===== src/rtl/sdram_arb_pkg.sv =====
// Shared constants for the SDRAM port arbiter: slot timing and grant encoding.
package sdram_arb_pkg;

  localparam int SLOT_LEN     = 8;
  localparam int RD_CAPTURE   = 7;
  localparam int SYNC_HI_LAST = 3;
  localparam int CNT_W        = $clog2(SLOT_LEN);

  localparam logic [1:0] PORT_NONE = 2'd0;
  localparam logic [1:0] PORT_CPU  = 2'd1;
  localparam logic [1:0] PORT_VID  = 2'd2;

endpackage


===== src/rtl/sdram_slot_timer.sv =====
// Free-running slot counter producing the controller's registered slot sync
// plus the decision (cnt 0) and read-capture strobes for the arbiter.
module sdram_slot_timer
  import sdram_arb_pkg::*;
(
  input  logic clk,
  input  logic reset,
  output logic o_sync,
  output logic o_decide,
  output logic o_capture
);

  logic [CNT_W-1:0] r_cnt;
  logic [CNT_W-1:0] w_cnt_nxt;
  logic             r_sync;

  always_comb begin
    w_cnt_nxt = (r_cnt == CNT_W'(SLOT_LEN - 1)) ? '0 : r_cnt + 1'b1;
  end

  // Sync is registered from the next count so it is high exactly while cnt is 0..3.
  always_ff @(posedge clk) begin
    if (reset) begin
      r_cnt  <= '0;
      r_sync <= 1'b0;
    end else begin
      r_cnt  <= w_cnt_nxt;
      r_sync <= (w_cnt_nxt <= CNT_W'(SYNC_HI_LAST));
    end
  end

  assign o_sync    = r_sync;
  assign o_decide  = (r_cnt == '0);
  assign o_capture = (r_cnt == CNT_W'(RD_CAPTURE));

endmodule


===== src/rtl/sdram_port_arb.sv =====
// Time-multiplexes a CPU read/write port and a video read port onto the
// slotted SDRAM controller, one access per slot with alternating tie-break.
module sdram_port_arb
  import sdram_arb_pkg::*;
(
  input  logic        clk,
  input  logic        reset,
  input  logic        cpu_req,
  input  logic        cpu_we,
  input  logic [19:0] cpu_addr,
  input  logic [1:0]  cpu_ds,
  input  logic [15:0] cpu_din,
  output logic [15:0] cpu_dout,
  output logic        cpu_ack,
  input  logic        vid_req,
  input  logic [19:0] vid_addr,
  output logic [15:0] vid_dout,
  output logic        vid_ack,
  output logic        sd_sync,
  output logic [19:0] sd_addr,
  output logic [15:0] sd_din,
  output logic [1:0]  sd_ds,
  output logic        sd_oe,
  output logic        sd_we,
  input  logic [15:0] sd_dout
);

  logic        w_decide;
  logic        w_capture;
  logic        w_cpu_e;
  logic        w_vid_e;
  logic [1:0]  w_pick;
  logic [1:0]  r_grant;
  logic        r_last_cpu;
  logic [19:0] r_sd_addr;
  logic [15:0] r_sd_din;
  logic [1:0]  r_sd_ds;
  logic        r_sd_oe;
  logic        r_sd_we;
  logic        r_cpu_ack;
  logic        r_vid_ack;
  logic [15:0] r_cpu_dout;
  logic [15:0] r_vid_dout;

  sdram_slot_timer u_timer (
    .clk       (clk),
    .reset     (reset),
    .o_sync    (sd_sync),
    .o_decide  (w_decide),
    .o_capture (w_capture)
  );

  // A requester still holding req during its ack cycle is not yet a new request.
  always_comb begin
    w_cpu_e = cpu_req & ~r_cpu_ack;
    w_vid_e = vid_req & ~r_vid_ack;
    w_pick  = PORT_NONE;
    if (w_cpu_e && w_vid_e) w_pick = r_last_cpu ? PORT_VID : PORT_CPU;
    else if (w_cpu_e)       w_pick = PORT_CPU;
    else if (w_vid_e)       w_pick = PORT_VID;
  end

  always_ff @(posedge clk) begin
    if (reset) begin
      r_grant    <= PORT_NONE;
      r_last_cpu <= 1'b1;
      r_sd_addr  <= '0;
      r_sd_din   <= '0;
      r_sd_ds    <= '0;
      r_sd_oe    <= 1'b0;
      r_sd_we    <= 1'b0;
      r_cpu_ack  <= 1'b0;
      r_vid_ack  <= 1'b0;
      r_cpu_dout <= '0;
      r_vid_dout <= '0;
    end else begin
      r_cpu_ack <= 1'b0;
      r_vid_ack <= 1'b0;
      if (w_decide) begin
        r_grant <= w_pick;
        case (w_pick)
          PORT_CPU: begin
            r_sd_addr  <= cpu_addr;
            r_sd_din   <= cpu_din;
            r_sd_ds    <= cpu_ds;
            r_sd_oe    <= ~cpu_we;
            r_sd_we    <= cpu_we;
            r_last_cpu <= 1'b1;
          end
          PORT_VID: begin
            r_sd_addr  <= vid_addr;
            r_sd_ds    <= 2'b11;
            r_sd_oe    <= 1'b1;
            r_sd_we    <= 1'b0;
            r_last_cpu <= 1'b0;
          end
          default: begin
            r_sd_oe <= 1'b0;
            r_sd_we <= 1'b0;
          end
        endcase
      end
      if (w_capture) begin
        if (r_grant == PORT_CPU) begin
          r_cpu_ack <= 1'b1;
          if (!r_sd_we) r_cpu_dout <= sd_dout;
        end else if (r_grant == PORT_VID) begin
          r_vid_ack  <= 1'b1;
          r_vid_dout <= sd_dout;
        end
      end
    end
  end

  assign sd_addr  = r_sd_addr;
  assign sd_din   = r_sd_din;
  assign sd_ds    = r_sd_ds;
  assign sd_oe    = r_sd_oe;
  assign sd_we    = r_sd_we;
  assign cpu_ack  = r_cpu_ack;
  assign vid_ack  = r_vid_ack;
  assign cpu_dout = r_cpu_dout;
  assign vid_dout = r_vid_dout;

endmodule

===== config.mk =====
export PLATFORM = sky130hd
export DESIGN_NAME = sdram_port_arb
export DESIGN_NICKNAME = d
export VERILOG_FILES = /design/src/rtl/sdram_arb_pkg.sv /design/src/rtl/sdram_slot_timer.sv /design/src/rtl/sdram_port_arb.sv
export SDC_FILE = /design/constraint.sdc
export NUM_CORES = 1
export LEC_CHECK = 0
export BUFFER_PORTS_ARGS = -buffer_cell sky130_fd_sc_hd__buf_4
export CELL_PAD_IN_SITES_DETAIL_PLACEMENT = 0
export CELL_PAD_IN_SITES_GLOBAL_PLACEMENT = 1
export CORE_UTILIZATION = 33
export DETAILED_ROUTE_END_ITERATION = 12
export GPL_ROUTABILITY_DRIVEN = 1
export PLACE_DENSITY = 0.78
export SLEW_MARGIN = 20
export SYNTH_ARGS = -nofsm -noshare
export SYNTH_HDL_FRONTEND = slang
export SYNTH_SLANG_ARGS = --single-unit

===== constraint.sdc =====
create_clock -name clk -period 2.6 [get_ports clk]
set_input_delay 0.26 -clock clk [delete_from_list [all_inputs] [get_ports clk]]
set_output_delay 0.26 -clock clk [all_outputs]
set_load 0.01 [all_outputs]

# Word-level counts from Yosys, hierarchy flattened
# Index checks and enable logic that the tools add are counted.
# classes
addsub	1
n_lt_le_gt_ge	1
eq_ne	5
muxes	12
n_bitwise	8
n_reduce_logical	9
# ops
operator	n
case mux 20 bit (2 select lines)	1
2-to-1 mux 2 bit	4
NOT 1 bit	6
AND reduction 3 bit	2
equality test 2 x 1 -> 1 bit (second input constant)	2
equality test 2 bit (second input constant)	2
case mux 1 bit (2 select lines)	2
case mux 2 bit (2 select lines)	1
AND reduction 2 bit	2
adder 3 x 1 -> 3 bit (second input constant)	1
equality test 3 bit (second input constant)	1
less-or-equal comparator 3 x 2 -> 1 bit (second input constant)	1
logical NOT 3 bit	1
2-to-1 mux 1 bit	3
2-to-1 mux 3 bit	1
OR reduction 3 bit	1
bitwise AND 1 bit	2
nonzero test 2 bit	1
OR reduction 2 bit	1
logical AND 1 bit	1
# totals
regBits	81
in_bits	79
out_inout_bits	75
wordCells	49

# Logic depth before layout (Yosys ltp)
# logic_depth
ltp_word	8
depth_mapped	9
depth_no_buf	7

# Cells and area by module
# Synthesis repeated with hierarchy kept, for this count alone.
# hier_totals
hier_cells	361
hier_area_um2	3246.9
# modules_own_cells
mod	n_inst	cells_per_inst	area_each_um2	seq_area_each_um2
sdram_port_arb	1	347	3089.2	1541.5
sdram_slot_timer	1	14	157.7	80.1

# Worst setup path after synthesis
# OpenSTA, ideal clock, no wires.
# synth_timing
kind	register to register
from	register r_cpu_ack (netlist: cpu_ack)
to	register r_sd_addr[10] (netlist: sd_addr[10])
setup_ps	146
t_arrival_ps	1758
required_ps	2454
slack_ps	696
stages_incl_launch_ff	8
path_buffers	1
synth_period_minus_slack_ps	1904
cell_sequence	dfxtp_1 > nand2b_1 > o21ai_0 > inv_1 > ha_1 > nor3b_4 > buf_2 > a211oi_2
# synth_between
elab_chain_cells	7
elab_cells_between_ends	10
classes_between	eq/ne (2); mux (3); bitwise (2); reduce/logical (3)
# synth_lines
element	line_no	source
start, declared	sdram_port_arb.sv:40	logic r_cpu_ack;
start signal, assigned	sdram_port_arb.sv:72	r_cpu_ack <= 1'b0;
start signal, assigned	sdram_port_arb.sv:77	r_cpu_ack <= 1'b0;
start signal, assigned	sdram_port_arb.sv:105	r_cpu_ack <= 1'b1;
NOT 1 bit *	sdram_port_arb.sv:55	w_cpu_e = cpu_req & ~r_cpu_ack;
bitwise AND 1 bit *	sdram_port_arb.sv:55	
2-to-1 mux 2 bit or logical AND 1 bit (tied branches)	sdram_port_arb.sv:59, sdram_port_arb.sv:58	
2-to-1 mux 2 bit *	sdram_port_arb.sv:58	if (w_cpu_e && w_vid_e) w_pick = r_last_cpu ? PORT_VID : PORT_CPU;
net w_pick[1]	sdram_port_arb.sv:32	logic [1:0] w_pick;
equality test 2 x 1 -> 1 bit or equality test 2 bit (tied branches)	sdram_port_arb.sv:81	case (w_pick)
nonzero test 2 bit (no source line)	n/a	
AND reduction 2 bit (no source line)	n/a	
end signal, assigned	sdram_port_arb.sv:83	r_sd_addr <= cpu_addr;
end signal, assigned	sdram_port_arb.sv:91	r_sd_addr <= vid_addr;
end, declared	sdram_port_arb.sv:35	logic [19:0] r_sd_addr;
# Mark *: on every way through the listed nets, which the timed path passes. The rest lies on a longest branch.
# A chain may end at the register's enable or synchronous reset.

# Worst setup path after layout
# layout_timing
from	register r_vid_ack (netlist: vid_ack)
to	register r_sd_addr[19] (netlist: sd_addr[19])
# layout_between
elab_chain_cells	8
elab_cells_between_ends	11
classes_between	eq/ne (2); mux (4); bitwise (2); reduce/logical (3)
# layout_lines
element	line_no	source
start, declared	sdram_port_arb.sv:41	logic r_vid_ack;
start signal, assigned	sdram_port_arb.sv:73	r_vid_ack <= 1'b0;
start signal, assigned	sdram_port_arb.sv:78	r_vid_ack <= 1'b0;
start signal, assigned	sdram_port_arb.sv:108	r_vid_ack <= 1'b1;
NOT 1 bit *	sdram_port_arb.sv:56	w_vid_e = vid_req & ~r_vid_ack;
bitwise AND 1 bit *	sdram_port_arb.sv:56	
2-to-1 mux 2 bit	sdram_port_arb.sv:60	else if (w_vid_e) w_pick = PORT_VID;
2-to-1 mux 2 bit	sdram_port_arb.sv:59	else if (w_cpu_e) w_pick = PORT_CPU;
2-to-1 mux 2 bit *	sdram_port_arb.sv:58	
net w_pick[1]	sdram_port_arb.sv:32	
equality test 2 x 1 -> 1 bit or equality test 2 bit (tied branches)	sdram_port_arb.sv:81	
nonzero test 2 bit (no source line)	n/a	
AND reduction 2 bit (no source line)	n/a	
# Marked as above.

==> results.rst <==
.. list-table::
   :header-rows: 1

   * - Metric
     - Value
   * - Run status
     - finished clean
   * - Cell at the slowest stage of the critical path
     - dfxtp_1
   * - Commonest cells after routing, fill and taps aside
     - buf_4, nand2_1, dfxtp_1
   * - CP arrival
     - 2.29 ns
   * - Post-Layout Inst Area
     - 4610 um^2
   * - TritonCTS clock tree
     - yes
   * - Depth of the worst register-to-register path
     - 8
   * - Synthesized instance count
     - 362
   * - Synth-to-layout area growth
     - 43.7%
   * - Number of cell rows
     - 35
   * - Critical path's largest stage delay
     - 0.32 ns
   * - Die Outline Area
     - 10,100 um^2
   * - Footprint of the flip-flops and latches
     - 1620 um^2
   * - Antenna violations before repair
     - 0
   * - Post-Place Cells
     - 619
   * - Average size of a mapped cell
     - 8.86 um^2
   * - Startpoint type of the worst setup path
     - flop
   * - Worst Hold End
     - sd_din[15]
   * - Detailed-route DRC error count
     - 0
   * - Type of the setup path with the least slack
     - reg2reg
   * - Number of resized instances in the post-cts repair step
     - 0
   * - Starting Density
     - 34.4%
   * - Number of standard cells in the layout, taps in and fillers out
     - 635
   * - Via density
     - 4.60
   * - Total of flip-flops plus latches after synthesis
     - 81
   * - Via count of the first global-routing pass
     - 2,753
   * - Horiz. Die Dim
     - 101 um
   * - Register-to-register setup slack
     - 0.56 ns
   * - Area taken by multi-input logic gates
     - 1430 um^2
   * - Final hold violation count
     - 0
   * - Max Transition Viols Final
     - 0
   * - Worst reg2reg path startpoint
     - vid_ack
   * - Post-synthesis net count
     - 446
   * - Fill cell count
     - 935
   * - Clock latency on the worst-skew pair
     - 0.34 ns
   * - Most common cell after layout, fill and taps aside
     - buf_4
   * - Worst-path maximum fanout
     - 43
   * - Total gr overflow
     - 0
   * - Met2 Usage GRT
     - 28.4%
   * - Met1 Resource Use GR
     - 18.7%
   * - Clock slew at reported path FFs
     - 0.08 ns
   * - Setup violations, final
     - 0
   * - Postcts setup bufs
     - 0
   * - Endpoint of the most critical register-to-register path
     - sd_addr[19]
   * - Last weighted congestion value of the routability-driven placer
     - 0.667
   * - Number of iterations in the first detailed-routing pass
     - 4
   * - Data required time at the worst endpoint
     - 2.84 ns
   * - CP delay by family, top
     - simple AND/OR/NAND/NOR gates
   * - Sequential fraction of the synthesis area
     - 50.6%
   * - Leakage power figure
     - 1.94 nW
   * - Clock Tree Buf Depth
     - 2
   * - Total length of routed wires
     - 8080 um
   * - Worst min path class
     - in2reg
   * - Unrepaired setup endpoints after global routing
     - no
   * - Clock tree skew after final layout
     - 0.00734 ns
   * - Largest net degree at the start of global routing
     - 82
   * - Total number of yosys warnings
     - 0
   * - Period minus WS final
     - 2.04 ns
   * - Count of routing violations after the opening detailed-route iteration
     - 82
   * - Final sum of negative setup slack
     - 0 ns
   * - Maximum capacitance violations
     - 0
   * - Root buf cell
     - clkbuf_8
   * - Num CTS Buffers
     - 9
   * - WHS Path Cells
     - 3
   * - Slew at the pin closest to its max-slew limit
     - 0.941 ns
   * - Type of element capturing the critical path
     - flop
   * - Worst path buffer plus inverter count
     - 2
   * - Clock net sink count
     - 81
   * - Post-synthesis instance area
     - 3210 um^2
   * - Dpl cell area
     - 4410 um^2
   * - Post-Route Hold Slack
     - 0.156 ns
   * - Half-perimeter wire length of the detailed placement result
     - 5690 um
   * - Via Count
     - 2,918
   * - Worst hold path startpoint
     - cpu_din[15]
   * - Achievable Freq
     - 0.489 GHz
   * - Number of diodes
     - 0
   * - Final Power
     - 2.77 mW
   * - Met3 Use GR
     - 4.79%
   * - Layout Nets
     - 585
   * - Peak ir drop on the vdd network
     - 0.230 mV
   * - Post-cts hold buffer count
     - 0
   * - I/O pin cnt
     - 154
   * - Antenna viol nets, final
     - 0
   * - Std-Cell Core Area
     - 9330 um^2
   * - Die Span Y
     - 101 um
   * - All-Layer GR Usage
     - 16.3%
   * - Post-synthesis cell type count
     - 28
   * - Most congested layer reported by global routing
     - met2
   * - Power Dens Cells
     - 601 nW/um^2
   * - Maximum level of the CTS H-tree
     - 3
   * - First-pass GRT wire length
     - 12,900 um
   * - Final clock period utilization by the worst path
     - 78.6%
   * - Post-DR wirelength/cell
     - 12.7 um
   * - Share of final-layout standard cells stronger than drive strength 1
     - 37.4%
   * - Number of buffer cells added on primary ports
     - 153
   * - Cell Chain, Critical Path
     - nor2b_1 > o21ai_0 > inv_1 > ha_1 > nor3b_4 > buf_12 > nor2_1 > a211oi_1
   * - Relative max-transition margin
     - 37.3%
[worst min-delay path, delay by kind of cell]
| family | cells | cell delay, ns |
|---|---|---|
| buf+inv | 1 | 0.11 |
| compound gates | 1 | 0.05 |
| simple gates | 1 | 0.04 |
[stage by stage]
step	utilization, %	setup WS, ns
4_1_cts	49.4	0.547
6_report	49.4	0.556
3_5_place_dp	47.3	0.544
2_1_floorplan	-	0.696
3_3_place_gp	47.3	0.639
5_1_grt	49.4	0.368
[logic make-up after synthesis]
logic type / Yosys count / synth area share, %
and+or+nand+nor: 139 / 18.6
AOI/OAI and AO/OA: 85 / 17.9
DFF: 81 / 50.6
buffers and inverters: 32 / 4.72
muxes: 20 / 6.25
adders and majority gates: 5 / 1.95
[where the power goes]
group	internal, mW	total, mW	switching, mW
combinational	0.260	0.504	0.244
sequential	1.31	1.35	0.0392
clock	0.467	0.913	0.446
[worst max path at each step]
stage,depth (start not counted),slack [ns],startpoint,endpoint
floorplan,7,0.70,cpu_ack,sd_addr[10]
global placement,9,0.64,vid_req,sd_addr[1]
detailed placement,9,0.54,vid_req,sd_addr[17]
CTS,8,0.55,cpu_ack,sd_addr[19]
global route,8,0.37,vid_ack,sd_addr[1]
finish,8,0.56,vid_ack,sd_addr[19]
[flip-flops by register name (all words and copies together) (netlist names)]
signal and count:
sd_addr 20, vid_dout 16, u_timer.r_cnt 3, r_last_cpu 1
cpu_dout 16, sd_oe 1, cpu_ack 1, u_timer.o_sync 1
sd_we 1, vid_ack 1, r_grant 2, sd_din 16
sd_ds 2
[layout make-up]
class | count | share of cell area [%]
Sequential cell | 81 | 35.2
Clock buffer | 11 | 3.07
Tap cell | 129 | 3.50
Clock inverter | 5 | 1.20
Inverter | 5 | 0.407
Timing Repair Buffer | 155 | 25.5
Multi-Input combinational cell | 249 | 31.1
[metal layers]
metal	up-vias	share of wire [%]
met5	-	0
met4	0	1.3
met3	10	6.7
met2	90	48
met1	1328	44
li1	1490	-
[synthesized netlist by cell type]
library cell  instances  area share (%)
nand4bb_1             1            0.35
and3b_1               2            0.55
ha_1                  5             2.0
buf_2                 9             1.4
nor2b_1               5            0.98
mux2i_1              20             6.2
inv_1                 5            0.59
dfxtp_1              81              51
clkbuf_2              4            0.62
a211o_1               1            0.27
a21oi_1              54             8.4
o211ai_1              1            0.23
nor3b_4               1            0.59
nand2b_1              2            0.39
a21o_1                1            0.23
a211oi_1              3            0.70
and4bb_2              1            0.39
o311ai_0              1            0.27
clkbuf_1             10             1.2
o21ai_0               7             1.1
a211oi_2             17             6.6
nand2_1             100              12
nor2_1               22             2.6
nand3_1               1            0.16
nor3_1                1            0.16
nand3b_1              2            0.47
nor4bb_1              1            0.31
buf_4                 4            0.94
(Power assumes the default switching activity.)
